$ cat src/rtl/vga_stream_monitor.sv
`timescale 1ns / 1ps
`default_nettype none
// ============================================================================
// Module      : vga_stream_monitor
// Description : Checks a VGA pixel stream's counts and timing strobes, tracks
//               lock, line length and frame count, and samples one pixel.
// Revision    : 1.0 - initial release
// ============================================================================
module vga_stream_monitor #(
    parameter int H_TOTAL     = 1056,
    parameter int V_TOTAL     = 628,
    parameter int H_ACTIVE    = 800,
    parameter int V_ACTIVE    = 600,
    parameter int HS_START    = 840,
    parameter int HS_END      = 968,
    parameter int VS_START    = 601,
    parameter int VS_END      = 605,
    parameter int LOCK_FRAMES = 2
) (
    input  logic        pclk,
    input  logic        rst,
    input  logic [10:0] hcount_in,
    input  logic [10:0] vcount_in,
    input  logic        hsync_in,
    input  logic        hblnk_in,
    input  logic        vsync_in,
    input  logic        vblnk_in,
    input  logic [11:0] rgb_in,
    input  logic [10:0] probe_x,
    input  logic [10:0] probe_y,
    input  logic        clr_err,
    output logic        locked,
    output logic [3:0]  err_flags,
    output logic [7:0]  err_count,
    output logic [15:0] frame_count,
    output logic [10:0] h_total_meas,
    output logic [11:0] probe_rgb,
    output logic        probe_valid
);

    localparam logic [10:0] c_H_LAST   = 11'(H_TOTAL - 1);
    localparam logic [10:0] c_V_LAST   = 11'(V_TOTAL - 1);
    localparam logic [10:0] c_H_ACTIVE = 11'(H_ACTIVE);
    localparam logic [10:0] c_V_ACTIVE = 11'(V_ACTIVE);
    localparam logic [10:0] c_HS_START = 11'(HS_START);
    localparam logic [10:0] c_HS_END   = 11'(HS_END);
    localparam logic [10:0] c_VS_START = 11'(VS_START);
    localparam logic [10:0] c_VS_END   = 11'(VS_END);
    localparam logic [15:0] c_LOCK_FRAMES = 16'(LOCK_FRAMES);

    localparam logic [1:0] c_ST_UNLOCKED = 2'd0;
    localparam logic [1:0] c_ST_ACQUIRE  = 2'd1;
    localparam logic [1:0] c_ST_LOCKED   = 2'd2;

    // Sample S (registered inputs) and previous sample P
    logic        r_s_valid;
    logic [10:0] r_s_hc;
    logic [10:0] r_s_vc;
    logic        r_s_hs;
    logic        r_s_hb;
    logic        r_s_vs;
    logic        r_s_vb;
    logic [11:0] r_s_rgb;
    logic [10:0] r_s_px;
    logic [10:0] r_s_py;
    logic        r_s_clr;
    logic        r_p_valid;
    logic [10:0] r_p_hc;
    logic [10:0] r_p_vc;

    logic [1:0]  r_state;
    logic [15:0] r_good;
    logic [10:0] r_hcyc;
    logic        r_hrun;

    logic        w_hwrap;
    logic [10:0] w_exp_hc;
    logic [10:0] w_exp_vc;
    logic        w_seq_mm;
    logic        w_hs_mm;
    logic        w_blk_mm;
    logic        w_vs_mm;
    logic [3:0]  w_flags;
    logic        w_err;
    logic        w_sof;
    logic        w_line_start;
    logic        w_probe;
    logic [15:0] w_good_next;

    assign w_hwrap  = (r_p_hc == c_H_LAST);
    assign w_exp_hc = w_hwrap ? 11'd0 : r_p_hc + 11'd1;
    assign w_exp_vc = !w_hwrap ? r_p_vc :
                      ((r_p_vc == c_V_LAST) ? 11'd0 : r_p_vc + 11'd1);

    assign w_seq_mm = r_p_valid && ((r_s_hc != w_exp_hc) || (r_s_vc != w_exp_vc));
    assign w_hs_mm  = r_s_hs != ((r_s_hc >= c_HS_START) && (r_s_hc < c_HS_END));
    assign w_blk_mm = (r_s_hb != (r_s_hc >= c_H_ACTIVE)) ||
                      (r_s_vb != (r_s_vc >= c_V_ACTIVE));
    assign w_vs_mm  = r_s_vs != ((r_s_vc >= c_VS_START) && (r_s_vc < c_VS_END));

    assign w_flags      = r_s_valid ? {w_vs_mm, w_blk_mm, w_hs_mm, w_seq_mm} : 4'b0000;
    assign w_err        = |w_flags;
    assign w_sof        = r_s_valid && (r_s_hc == 11'd0) && (r_s_vc == 11'd0);
    assign w_line_start = r_s_valid && (r_s_hc == 11'd0);
    assign w_probe      = r_s_valid && (r_s_hc == r_s_px) && (r_s_vc == r_s_py) &&
                          !r_s_hb && !r_s_vb;
    assign w_good_next  = r_good + 16'd1;

    always_ff @(posedge pclk or posedge rst) begin
        if (rst) begin
            r_s_valid <= 1'b0;
            r_s_hc    <= 11'd0;
            r_s_vc    <= 11'd0;
            r_s_hs    <= 1'b0;
            r_s_hb    <= 1'b0;
            r_s_vs    <= 1'b0;
            r_s_vb    <= 1'b0;
            r_s_rgb   <= 12'd0;
            r_s_px    <= 11'd0;
            r_s_py    <= 11'd0;
            r_s_clr   <= 1'b0;
            r_p_valid <= 1'b0;
            r_p_hc    <= 11'd0;
            r_p_vc    <= 11'd0;
        end else begin
            r_s_valid <= 1'b1;
            r_s_hc    <= hcount_in;
            r_s_vc    <= vcount_in;
            r_s_hs    <= hsync_in;
            r_s_hb    <= hblnk_in;
            r_s_vs    <= vsync_in;
            r_s_vb    <= vblnk_in;
            r_s_rgb   <= rgb_in;
            r_s_px    <= probe_x;
            r_s_py    <= probe_y;
            r_s_clr   <= clr_err;
            if (r_s_valid) begin
                r_p_valid <= 1'b1;
                r_p_hc    <= r_s_hc;
                r_p_vc    <= r_s_vc;
            end
        end
    end

    // A clear coinciding with an error leaves exactly that error recorded
    always_ff @(posedge pclk or posedge rst) begin
        if (rst) begin
            err_flags <= 4'd0;
            err_count <= 8'd0;
        end else if (r_s_clr) begin
            err_flags <= w_flags;
            err_count <= {7'd0, w_err};
        end else begin
            err_flags <= err_flags | w_flags;
            if (w_err && (err_count != 8'hFF)) begin
                err_count <= err_count + 8'd1;
            end
        end
    end

    always_ff @(posedge pclk or posedge rst) begin
        if (rst) begin
            frame_count  <= 16'd0;
            h_total_meas <= 11'd0;
            r_hcyc       <= 11'd0;
            r_hrun       <= 1'b0;
            probe_rgb    <= 12'd0;
            probe_valid  <= 1'b0;
        end else begin
            if (w_sof) begin
                frame_count <= frame_count + 16'd1;
            end
            if (w_line_start) begin
                if (r_hrun) begin
                    h_total_meas <= r_hcyc;
                end
                r_hcyc <= 11'd1;
                r_hrun <= 1'b1;
            end else if (r_hrun && (r_hcyc != 11'h7FF)) begin
                r_hcyc <= r_hcyc + 11'd1;
            end
            probe_valid <= w_probe;
            if (w_probe) begin
                probe_rgb <= r_s_rgb;
            end
        end
    end

    // Error beats SOF; an error-free SOF is the only way forward
    always_ff @(posedge pclk or posedge rst) begin
        if (rst) begin
            r_state <= c_ST_UNLOCKED;
            r_good  <= 16'd0;
            locked  <= 1'b0;
        end else if (w_err) begin
            r_state <= c_ST_UNLOCKED;
            locked  <= 1'b0;
        end else if (w_sof) begin
            case (r_state)
                c_ST_UNLOCKED: begin
                    r_state <= c_ST_ACQUIRE;
                    r_good  <= 16'd0;
                end
                c_ST_ACQUIRE: begin
                    r_good <= w_good_next;
                    if (w_good_next >= c_LOCK_FRAMES) begin
                        r_state <= c_ST_LOCKED;
                        locked  <= 1'b1;
                    end
                end
                c_ST_LOCKED: begin
                    r_state <= c_ST_LOCKED;
                end
                default: begin
                    r_state <= c_ST_UNLOCKED;
                    locked  <= 1'b0;
                end
            endcase
        end
    end

endmodule
`default_nettype wire

$ cat config.mk
export PLATFORM = sky130hd
export DESIGN_NAME = vga_stream_monitor
export DESIGN_NICKNAME = d
export VERILOG_FILES = /design/src/rtl/vga_stream_monitor.sv
export SDC_FILE = /design/constraint.sdc
export NUM_CORES = 1
export LEC_CHECK = 0
export BUFFER_PORTS_ARGS = -buffer_cell sky130_fd_sc_hd__buf_4
export CORE_ASPECT_RATIO = 1.5
export CORE_MARGIN = 3
export CORE_UTILIZATION = 60
export CTS_CLUSTER_DIAMETER = 40
export DETAILED_ROUTE_END_ITERATION = 8
export PLACE_DENSITY = 0.82
export SYNTH_ARGS = -nofsm -noshare
export SYNTH_HDL_FRONTEND = slang
export SYNTH_SLANG_ARGS = --single-unit
$ cat constraint.sdc
create_clock -name pclk -period 15.4 [get_ports pclk]
set_input_delay 3.08 -clock pclk [delete_from_list [all_inputs] [get_ports pclk]]
set_output_delay 3.08 -clock pclk [all_outputs]
set_load 0.05 [all_outputs]
* Yosys cells after proc, flatten, opt, wreduce, memory -nomap -nowiden
Index checks and enable logic that the tools add are counted.
Storage, ports and cells: register bits 168
Cells by class: add/subtract/negate cells 6, magnitude comparators 7, equality and inequality tests 16, muxes and demuxes 18, bitwise operators 2, reduce and logical (&&, ||, !) cells 28
Operators with widths (number):
- 11-bit two-way mux | 5
- 11-bit by 10-bit greater-or-equal comparator with 1-bit output (second input constant) | 4
- 11-bit by 1-bit adder with 11-bit output (second input constant) | 3
- 16-bit by 1-bit adder with 16-bit output (second input constant) | 2
- 16-bit case mux with 2 select lines | 1
- 11-bit equality test | 2
- 11-bit logical NOT | 2
- 11-bit by 10-bit < comparator with 1-bit output (second input constant) | 2
- 11-bit != test | 2
- 16-bit by 2-bit greater-or-equal comparator with 1-bit output (second input constant) | 1
- 8-bit two-way mux | 2
- 11-bit by 10-bit equality test with 1-bit output (second input constant) | 1
- 11-bit equality test (second input constant) | 1
- 1-bit logical AND | 11
- 11-bit != test (second input constant) | 1
- 8-bit by 1-bit adder with 8-bit output (second input constant) | 1
- 4-bit two-way mux | 2
- 8-bit != test (second input constant) | 1
- 2-bit nonzero test | 4
- 2-bit two-way mux | 3
- 2-bit case mux with 3 select lines | 1
- 3-bit AND reduction | 2
- 1-bit != test | 4
- 4-bit OR | 1
- other kinds (13) | 18

* Depth between registers and ports, before layout
Gate-level depths: netlist (run 1).
depth after elaboration 11, gate-level depth with buffers 16, depth with buffers taken out 11

* Worst setup path after synthesis (run 1)
No wires, ideal clock.
kind register to output, start register frame_count[2], end output port frame_count[2], data arrival time 671 ps, required time 12320 ps, cell stages (with the launch flop) 1, buffers on the path 0, path slack 11649 ps, cell sequence dfrtp_1
RTL lines:
- start: declaration | line 35 | output logic [15:0] frame_count,
- start signal: assignment | line 171 | frame_count <= frame_count + 16'd1;
No word-level cell between the ends.

* Worst setup path after layout (run 1)
start register r_p_vc[1], end register r_good[0]
On the way: word-level cells in the longest chain between the ends 10, elaborated cells between the ends (all ways) 11
Ends and longest elaborated chain:
- start: declaration | line 69 | logic [10:0] r_p_vc;
- start signal: assignment | line 140 | r_p_vc <= r_s_vc;
- 11-bit by 1-bit adder with 11-bit output / 11-bit by 10-bit equality test with 1-bit output (equally long branches) | line 93 | ((r_p_vc == c_V_LAST) ? 11'd0 : r_p_vc + 11'd1);
- 11-bit two-way mux | line 93
- 11-bit two-way mux (*) | line 92 | assign w_exp_vc = !w_hwrap ? r_p_vc :
- 11-bit != test (*) | line 95 | assign w_seq_mm = r_p_valid && ((r_s_hc != w_exp_hc) || (r_s_vc != w_exp_vc));
- 1-bit logical OR (*) | line 95
- 1-bit logical AND (*) | line 95
- 4-bit two-way mux (*) | line 101 | assign w_flags = r_s_valid ? {w_vs_mm, w_blk_mm, w_hs_mm, w_seq_mm} : 4'b0000;
- 4-bit OR reduction (*) | line 102 | assign w_err = |w_flags;
- 1-bit NOT (no line) (*)
- 3-bit AND reduction (no line) (*)
- end signal: assignment | line 205 | r_good <= w_good_next;
- end: declaration | line 72 | logic [15:0] r_good;
Every way passes the cells marked *; elsewhere a longest branch is shown, timed or not. A chain may end at the register's enable or synchronous reset.

==> results_dict.tcl, run 1 <==
set metrics [dict create \
    power_frac_seq_pct 48.7 \
    grt_overflow 0 \
    place_area_mm2 0.008999 \
    synth.net_count 836 \
    p_clk_share_pct 41.9 \
    initialDrtViolationCount 379 \
    sw_frac_of_total_pct 27.72 \
    dpl.hpwl_mm 13.35 \
    start_kind "register" \
    worst-endpoint-arrival_ps 4720 \
    rows 51 \
    fin_area_mm2 0.009607 \
    synthSimpleGateAreaFrac_pct 19.16 \
    grt.total_usage_pct 25.61 \
    worst-path-max-fanout 16 \
    cts_hold_buf 0 \
    syn_inst 762 \
    firstDrtPassIters 5 \
    io_buffers 115 \
    cts.repair.resized 0 \
    wl_met2_mm 9.864 \
    yosys.area_share.adder_pct 1.710 \
    cts_tree "built" \
    crit_type "register to register" \
    finalSetupViolations 0 \
    drcViolationCount 0 \
    clock_latency_ps 420 \
    total_power_mw 0.9969 \
    ys_seq_elements 168 \
    cts_buffer_depth 2 \
    synth_compound_area_share_pct 9.827 \
    synthMuxAreaShare_pct 5.784 \
    wl_met3_um 802 \
    fp.dieH_um 147.8 \
    leakagePower_nw 4.349 \
    wl_met1_mm 7.088 \
    crit_slowest_cell "nor4bb_2" \
    p_int_mw 0.7206 \
    power_density_mw_per_mm2 103.8 \
    status "finished, final reports clean" \
    wl_mm 18.57 \
    io_pins 116 \
    postCtsSetupBuffers 0 \
    placeableCoreArea_mm2 0.01308 \
    grt_pass1_vias 6339 \
    synth_top_area_cell "dfrtp_1" \
    dieWidth_um 100.6 \
    top_layer_used "met4" \
    start_util_pct 61.51 \
    grt_pass1_wl_mm 30.37 \
    place_congestion 0.9369 \
    ys_top_cells_by_area "dfrtp_1 52%, xnor2_1 5.1%, mux2_2 5.0%, nand2_1 3.7%, xor2_1 2.9%" \
    cts_buffers 17 \
    nets 940 \
    hold_viol 0 \
    setup_tns_ps 0 \
    synth_top_area_share_pct 52.25 \
    synth-edff-count 0 \
    syn-cell-area_mm2 0.008046 \
    via_count 6253 \
    dp_slack_ps 10670 \
    synth_async_sr_flop_share_pct 100.0 \
    required_ps 15750 \
    dieArea_mm2 0.01487 \
    cts_htree_levels 4 \
    period_share_pct 28.33 \
    ys_seq_area_share_pct 52.25 \
    fin_worst_skew_ps 12.08 \
    path_cells "ha_1, nor3b_1, nor4bb_2, nor2_1, a22oi_1, nand3_1, or4_4, o31ai_4, and2_1, and3_1, mux2_2" \
    drv_cap 0 \
    tightest_slew_ps 1002 \
    grt_antenna_before_repair 0 \
    critPathCaptureType "register" \
    post_drt_wl_per_cell_um 17.89 \
    final_common_cell "dfrtp_1" \
    combPwrFrac_pct 9.4 \
    detail-route-antenna-nets 0 \
    final_max_slew_viol_count 0 \
    synth-main-ff-cell "dfrtp_1" \
    root_buffer "clkbuf_16" \
    area_growth_pct 19.39 \
    synth_top_family_by_area "simple AND/OR/NAND/NOR gates" \
    hp-class "register to register" \
    critPathMaxStageDelay_ps 830 \
    synth.avg_cell_area_um2 10.56 \
    clock-sinks 168 \
    clk_pin_slew_ps 80 \
    synth_xor_area_share_pct 8.055 \
    period_minus_slack_ps 4363 \
    relSlewSlack_pct 32.22 \
    synth.distinct_cells 70 \
    max_freq_mhz 229.2 \
    fin_ws_ps 11040 \
    ir_worst_vdd_mv 0.08735 \
    drive_gt1_share_pct 23.66 \
    grt_max_degree 102 \
    power.switching_mw 0.2764 \
    rsz0062_at_grt "no" \
    antennaDiodeCount 0 \
    vias_per_cell 6.024 \
    yosysWarnings 0 \
    layout_common_cells "168 x dfrtp_1, 119 x buf_4, 80 x nand2_1" \
]
routing by layer:
layer,GRT usage (%),up-vias
li1,-,2900
met5,0,-
met3,4.391,63
met2,44.36,226
met1,30.18,3064
met4,13.08,0
synth_stat cells, types with 3 or more instances:
cell and n:
xnor2_1 47, mux2i_1 6, o31ai_1 6, nor3_1 12, mux2_2 36, nor3b_1 6, or3_1 4, buf_4 4
a211oi_1 4, dfrtp_1 168, a22o_1 10, ha_1 11, xor2_1 27, nor4_1 14, nor2_1 56, and3_1 9
nand2_1 80, a31oi_1 5, and2_1 8, inv_1 26, nand2b_1 5, nor4b_1 5, a31o_1 4, o21ai_0 23
and4_1 5, a21o_1 6, nand4b_1 3, nor2b_1 12, or2_2 7, a21oi_1 20, or4_1 3, nand4_1 23
a311oi_1 4, o21a_1 4, buf_2 6, clkbuf_1 22, nand3_1 30
layout make-up:
class,count,area [um2]
Sequential cell,168,4204
Multi-Input combinational cell,534,3600
Fill cell,858,3475
Timing Repair Buffer,119,893.4
Clock buffer,17,425.4
Tap cell,159,198.9
Clock inverter,15,182.7
Inverter,26,102.6
power by group through the flow:
stage                     Sequential (mW)  Combinational [mW]  Clock (mW)
after floorplan                     0.488              0.0618           0
after global placement              0.492              0.0902           0
after detailed placement            0.493              0.0928           0
after CTS                           0.485              0.0943       0.425
after global routing                0.488               0.103       0.446
final                               0.486              0.0936       0.418
registers in the layout (all words and copies together), names as in the netlist, 2 cells and up:
name	flops
frame_count	16
r_good	16
probe_rgb	12
r_s_rgb	12
h_total_meas	11
r_hcyc	11
r_p_hc	11
r_p_vc	11
r_s_hc	11
r_s_px	11
r_s_py	11
r_s_vc	11
err_count	8
err_flags	4
r_state	2
through the flow:
step,util [%],hold slack [ps],cells
6_report,73.44,448.5,1038
3_3_place_gp,68.79,424.8,1006
2_1_floorplan,-,421.4,762
4_1_cts,73.44,447.8,1038
3_5_place_dp,68.79,429.2,1006
5_1_grt,73.44,471.1,1038
kinds of logic after synthesis:
logic type / Yosys count
muxes: 42
DFF: 168
AOI/OAI and AO/OA: 112
xor gates and xnor gates: 74
and+or+nand+nor: 294
other: 1
buffers and inverters: 60
adders and majority gates: 11
critical path, delay by kind of cell (launching register included):
| family | cells | cell delay, ps |
|---|---|---|
| fa+ha+maj | 1 | 300 |
| mux | 1 | 260 |
| flops | 1 | 480 |
| compound gates | 2 | 580 |
| simple gates | 7 | 2690 |
worst paths after layout:
check / from / to / slack (ps) / depth (start not counted)
worst max register to register: r_p_vc[1]$_DFFE_PP0P_ / r_good[0]$_DFFE_PP0P_ / 11040 / 11
worst max-delay path: r_p_vc[1]$_DFFE_PP0P_ / r_good[0]$_DFFE_PP0P_ / 11040 / 11
min in group asynchronous: rst / frame_count[14]$_DFFE_PP0P_ / 2830 / 2
max in group asynchronous: rst / probe_rgb[11]$_DFFE_PP0P_ / 11220 / 3
worst min register to register: r_s_rgb[0]$_DFF_PP0_ / probe_rgb[0]$_DFFE_PP0P_ / 450 / 2
worst min-delay path: r_s_rgb[0]$_DFF_PP0_ / probe_rgb[0]$_DFFE_PP0P_ / 450 / 2
No activity file was read; power rests on OpenSTA's default activity.
==> inputs of run 2 (changes only) <==
--- a/config.mk
+++ b/config.mk
@@ -8,10 +8,10 @@
 export BUFFER_PORTS_ARGS = -buffer_cell sky130_fd_sc_hd__buf_4
 export CORE_ASPECT_RATIO = 1.5
 export CORE_MARGIN = 3
-export CORE_UTILIZATION = 60
+export CORE_UTILIZATION = 52
 export CTS_CLUSTER_DIAMETER = 40
 export DETAILED_ROUTE_END_ITERATION = 8
-export PLACE_DENSITY = 0.82
+export PLACE_DENSITY = 0.75
 export SYNTH_ARGS = -nofsm -noshare
 export SYNTH_HDL_FRONTEND = slang
 export SYNTH_SLANG_ARGS = --single-unit
==> constraint.sdc (replaced) <==
create_clock -name pclk -period 4 [get_ports pclk]
set_input_delay 0.8 -clock pclk [delete_from_list [all_inputs] [get_ports pclk]]
set_output_delay 0.8 -clock pclk [all_outputs]
set_load 0.05 [all_outputs]
==> results_dict.tcl, run 2 (synthesis results as in run 1) <==
set metrics [dict create \
    post_drt_wl_per_cell_um 17.53 \
    cts_hold_buf 0 \
    area_growth_pct 21.41 \
    grt_antenna_before_repair 0 \
    cts_tree "built" \
    io_buffers 115 \
    io_pins 116 \
    clock_latency_ps 420 \
    hp-class "input port to asynchronous set/reset pin" \
    reg2reg_from "r_p_hc[5]$_DFFE_PP0P_" \
    cts.repair.resized 0 \
    setup_tns_ps 0 \
    drv_cap 0 \
    period_minus_slack_ps 3575 \
    crit_type "register to register" \
    total_power_mw 3.849 \
    firstDrtPassIters 5 \
    via_count 6247 \
    grt_overflow 0 \
    fin_ws_ps 425.3 \
    rows 55 \
    start_util_pct 53.15 \
    placeableCoreArea_mm2 0.01514 \
    dieWidth_um 107.6 \
    cp-startpoint "r_p_hc[5]$_DFFE_PP0P_" \
    wl_mm 19.16 \
    initialDrtViolationCount 348 \
    start_kind "register" \
    detail-route-antenna-nets 0 \
    critPathCaptureType "register" \
    grt.total_usage_pct 23.16 \
    dieArea_mm2 0.01703 \
    period_share_pct 89.37 \
    place_congestion 0.9174 \
    rsz0062_at_grt "no" \
    cts_htree_levels 4 \
    final_common_cell "dfrtp_1" \
    top_regs "frame_count (16), r_good (16)" \
    cts_buffers 17 \
    postCtsSetupBuffers 0 \
    hold_viol 0 \
    status "finished, final reports clean" \
    relSlewSlack_pct 58.71 \
    dpl.hpwl_mm 14.04 \
    fp.dieH_um 158.4 \
    grt_pass1_wl_mm 30.94 \
    max_freq_mhz 279.7 \
    grt_pass1_vias 6372 \
    antennaDiodeCount 0 \
    worst-path-max-fanout 16 \
    required_ps 4360 \
    nets 955 \
    hold_slack_ps 402.4 \
    drcViolationCount 0 \
    clock-sinks 168 \
    finalSetupViolations 0 \
    leakagePower_nw 4.423 \
    power_density_mw_per_mm2 394.0 \
    clk_pin_slew_ps 70 \
    vias_per_cell 5.715 \
    final_max_slew_viol_count 0 \
    worst-endpoint-arrival_ps 3940 \
    drive_gt1_share_pct 24.83 \
    cts_buffer_depth 2 \
    ir_worst_vdd_mv 0.2704 \
    tightest_slew_ps 614.1 \
    fin_worst_skew_ps 10.93 \
    root_buffer "clkbuf_16" \
    dp_slack_ps 416.5 \
    grt_max_degree 100 \
    fin_util_pct 64.53 \
    layout_common_cells "168 x dfrtp_1, 132 x buf_4, 80 x nand2_1" \
]
run 2: cell count changes in the layout (fill, tap and decap cells not counted), sizes merged:
cell	previous run	this run
clkbuf	17	18
buf	119	134
clkinvlp	1	2
inv	30	32
clkinv	10	6
run 2: power breakdown:
group,leakage (nW),switching (mW),total (mW),internal [mW]
clock,0.286,0.759,1.61,0.850
sequential,2.14,0.0996,1.86,1.77
combinational,2.00,0.201,0.376,0.174
run 2: final cells by class:
cell class / count / area (um2)
inverter: 26 / 101.3
clock inverter: 14 / 151.4
clock buffer: 18 / 439.2
timing repair buffer: 134 / 1031
multi-input combinational: 534 / 3593
fill: 1184 / 5370
sequential: 168 / 4204
tap: 199 / 249.0
run 2: worst paths after layout:
check / slack [ps] / cells past startpoint / to
max: 430 / 11 / r_good[0]$_DFFE_PP0P_
min: 400 / 2 / h_total_meas[7]$_DFFE_PP0P_
max reg2reg: 430 / 11 / r_good[0]$_DFFE_PP0P_
min reg2reg: 450 / 2 / probe_rgb[8]$_DFFE_PP0P_
max in group asynchronous: 2730 / 3 / r_p_vc[4]$_DFFE_PP0P_
min in group pclk: 450 / 2 / probe_rgb[8]$_DFFE_PP0P_
run 2: per-stage QoR:
stage	area (um2)	instances
2_1_floorplan	8050	762
3_3_place_gp	9179	1061
3_5_place_dp	9179	1061
4_1_cts	9769	1093
5_1_grt	9769	1093
6_report	9769	1093
run 2: worst max-delay path: stages, from the launching register on:
cell and delay [ps]:
dfrtp_1 490, or4b_4 590, nor3_2 110, buf_4 200, a21oi_1 50, o32a_1 280, or4_4 550, o31ai_4 320
and2_1 320, and3_1 190, buf_4 220, mux2_2 180
run 2: per-layer routing:
metal,vias to the layer above,part of all wire [%],GRT usage [%]
met2,216,54,41.67
met3,62,4.5,4.016
met5,-,0,0
met4,0,4.2,11.61
met1,3041,38,26.31
li1,2928,-,-
==> inputs of run 3 (changes only) <==
--- a/config.mk
+++ b/config.mk
@@ -5,6 +5,7 @@
 export SDC_FILE = /design/constraint.sdc
 export NUM_CORES = 1
 export LEC_CHECK = 0
+export ABC_AREA = 1
 export BUFFER_PORTS_ARGS = -buffer_cell sky130_fd_sc_hd__buf_4
 export CORE_ASPECT_RATIO = 1.5
 export CORE_MARGIN = 3
==> results_dict.tcl, run 3 <==
set metrics [dict create \
    status "finished, final reports clean" \
    ir_worst_vdd_mv 0.4258 \
    setup_tns_ps 0 \
    io_pins 116 \
    final_common_cell "nand2_1" \
    grt.total_usage_pct 24.54 \
    synth.net_count 1024 \
    fp.dieH_um 158.9 \
    cts_htree_levels 4 \
    postCtsSetupBuffers 0 \
    synth-edff-count 0 \
    clock_latency_ps 430 \
    rsz0062_at_grt "no" \
    area_growth_pct 20.46 \
    cts_buffers 17 \
    max_freq_mhz 334.4 \
    r2r_end "err_count[6]$_DFFE_PP0P_" \
    crit_slowest_cell "dfrtp_1" \
    via_count 6665 \
    reg2reg_from "r_p_hc[0]$_DFFE_PP0P_" \
    ys_top_cells_by_area "dfrtp_1 52%, nand2_1 13%, nand3_1 5.3%, xor2_1 4.3%, inv_1 4.2%" \
    setup.worst_path.end "err_count[6]$_DFFE_PP0P_" \
    hold_viol 0 \
    power_density_mw_per_mm2 399.7 \
    cts.repair.resized 0 \
    synth_most_common_cell "nand2_1" \
    io_buffers 115 \
    hp-class "register to register" \
    wl_mm 19.49 \
    cp_common_cell "nand2_1" \
    ys_top_cells_by_count "279 x nand2_1, 168 x dfrtp_1, 90 x inv_1, 85 x nand3_1, 76 x nor2_1" \
    dpl.hpwl_mm 14.32 \
    cts_tree "built" \
    placeableCoreArea_mm2 0.01521 \
    start_kind "register" \
    synth_top_area_cell "dfrtp_1" \
    required_ps 4320 \
    total_power_mw 3.901 \
    synth.distinct_cells 38 \
    finalSetupViolations 0 \
    root_buffer "clkbuf_16" \
    synth_async_sr_flop_share_pct 100.0 \
    path_buf_inv 0 \
    ys_seq_area_share_pct 51.88 \
    drcViolationCount 0 \
    grt_overflow 0 \
    place_congestion 0.9324 \
    yosysWarnings 0 \
    post_drt_wl_per_cell_um 15.24 \
    crit_type "register to register" \
    synth_top_area_share_pct 51.88 \
    period_share_pct 74.75 \
    critPathCaptureType "register" \
    relSlewSlack_pct 42.36 \
    top_regs "frame_count (16), r_good (16)" \
    cp-startpoint "r_p_hc[0]$_DFFE_PP0P_" \
    drv_cap 0 \
    vias_per_cell 5.211 \
    grt_pass1_vias 6810 \
    dieArea_mm2 0.01715 \
    initialDrtViolationCount 341 \
    cts_buffer_depth 2 \
    grt_max_degree 169 \
    fin_worst_skew_ps 9.616 \
    grt_pass1_wl_mm 33.22 \
    layout_common_cells "279 x nand2_1, 168 x dfrtp_1, 117 x buf_4" \
    cts_hold_buf 0 \
    start_util_pct 53.28 \
    worst-path-max-fanout 14 \
    firstDrtPassIters 4 \
    path_delay_family "simple AND/OR/NAND/NOR gates" \
    clock-sinks 168 \
    nets 1139 \
    ff2ff_path_depth 18 \
    synth.avg_cell_area_um2 8.529 \
    rows 55 \
    grt_antenna_before_repair 3 \
    cp.depth 18 \
    tightest_slew_ps 864.7 \
    leakagePower_nw 4.860 \
    worst-r2r-setup-slack_ps 1010 \
    critPathMaxStageDelay_ps 430 \
    dieWidth_um 107.9 \
    syn-cell-area_mm2 0.008103 \
    period_minus_slack_ps 2990 \
    worst-endpoint-arrival_ps 3310 \
    final_max_slew_viol_count 0 \
    syn_inst 950 \
    detail-route-antenna-nets 0 \
    synth-main-ff-cell "dfrtp_1" \
    ys_seq_elements 168 \
    clk_pin_slew_ps 60 \
    path_cells "ha_1, nand2_2, nor2_8, nand3_2, nor2_1, nand3_1, nand2_1, nand2_1, nand2_1, nand2_1, nor2_1, nand3_2, nand2_4, nand2_4, nand2_1, nand2_2, nand3_1, nand2_1" \
    drive_gt1_share_pct 16.53 \
]
[run 3: layer usage]
metal | wire length [um] | vias to the layer above | global-route usage (%)
met1 | 7472 | 3148 | 29.03
met2 | 10070 | 194 | 40.88
li1 | - | 3272 | -
met5 | 0 | - | 0
met3 | 1081 | 51 | 5.775
met4 | 867 | 0 | 12.92
[run 3: final cells by class]
cell class,count,area [um2]
Fill cell,1298,5448
Sequential cell,168,4204
Multi-Input combinational cell,668,3441
Timing Repair Buffer,118,898.4
Clock buffer,19,442.9
Inverter,92,351.6
Tap cell,199,249.0
Clock inverter,12,166.4
Antenna cell,3,7.507
[run 3: kinds of logic (layout without fill, tap and decap cells)]
| family | after synthesis | after routing | share of synthesized area, % |
|---|---|---|---|
| xor gates and xnor gates | 63 | 63 | 6.980 |
| AOI/OAI and AO/OA | 79 | 79 | 5.744 |
| buffers and inverters | 114 | 241 | 5.652 |
| DFF | 168 | 168 | 51.88 |
| other | 1 | 4 | 0.04628 |
| muxes | 1 | 1 | 0.1390 |
| adders and majority gates | 11 | 11 | 1.699 |
| and+or+nand+nor | 513 | 513 | 27.86 |
[run 3: metrics by stage]
stage | hold slack (ps) | cell area, um2 | instances | worst slack (ps) | utilization (%)
floorplan | 418.3 | 8107 | 950 | 1059 | -
global placement | 419.8 | 9144 | 1245 | 1138 | 60.12
detailed placement | 431.0 | 9144 | 1245 | 1045 | 60.12
CTS | 440.2 | 9753 | 1276 | 1006 | 64.13
global route | 449.1 | 9761 | 1279 | 668.8 | 64.18
finish | 442.0 | 9761 | 1279 | 1010 | 64.18
[run 3: where the power goes]
part	internal, mW	leakage, nW	switching (mW)
sequential	1.76	2.14	0.0792
clock	1.01	0.296	0.694
combinational	0.138	2.42	0.218
[run 3: worst min-delay path, cell delays in order (launching register included)]
cell and delay (ps):
dfrtp_1 320, nand2_1 50, nand2_1 40
[run 3: worst min path at each step]
stage                                     from                       end  slack (ps)  depth (start not counted)
final                     r_s_rgb[8]$_DFF_PP0_  probe_rgb[8]$_DFFE_PP0P_         440                          2
after global routing      r_s_rgb[6]$_DFF_PP0_  probe_rgb[6]$_DFFE_PP0P_         450                          2
after CTS                 r_s_rgb[6]$_DFF_PP0_  probe_rgb[6]$_DFFE_PP0P_         440                          2
after detailed placement  r_s_rgb[1]$_DFF_PP0_  probe_rgb[1]$_DFFE_PP0P_         430                          2
after global placement    r_s_rgb[7]$_DFF_PP0_  probe_rgb[7]$_DFFE_PP0P_         420                          2
after floorplan           r_s_rgb[0]$_DFF_PP0_  probe_rgb[0]$_DFFE_PP0P_         420                          2
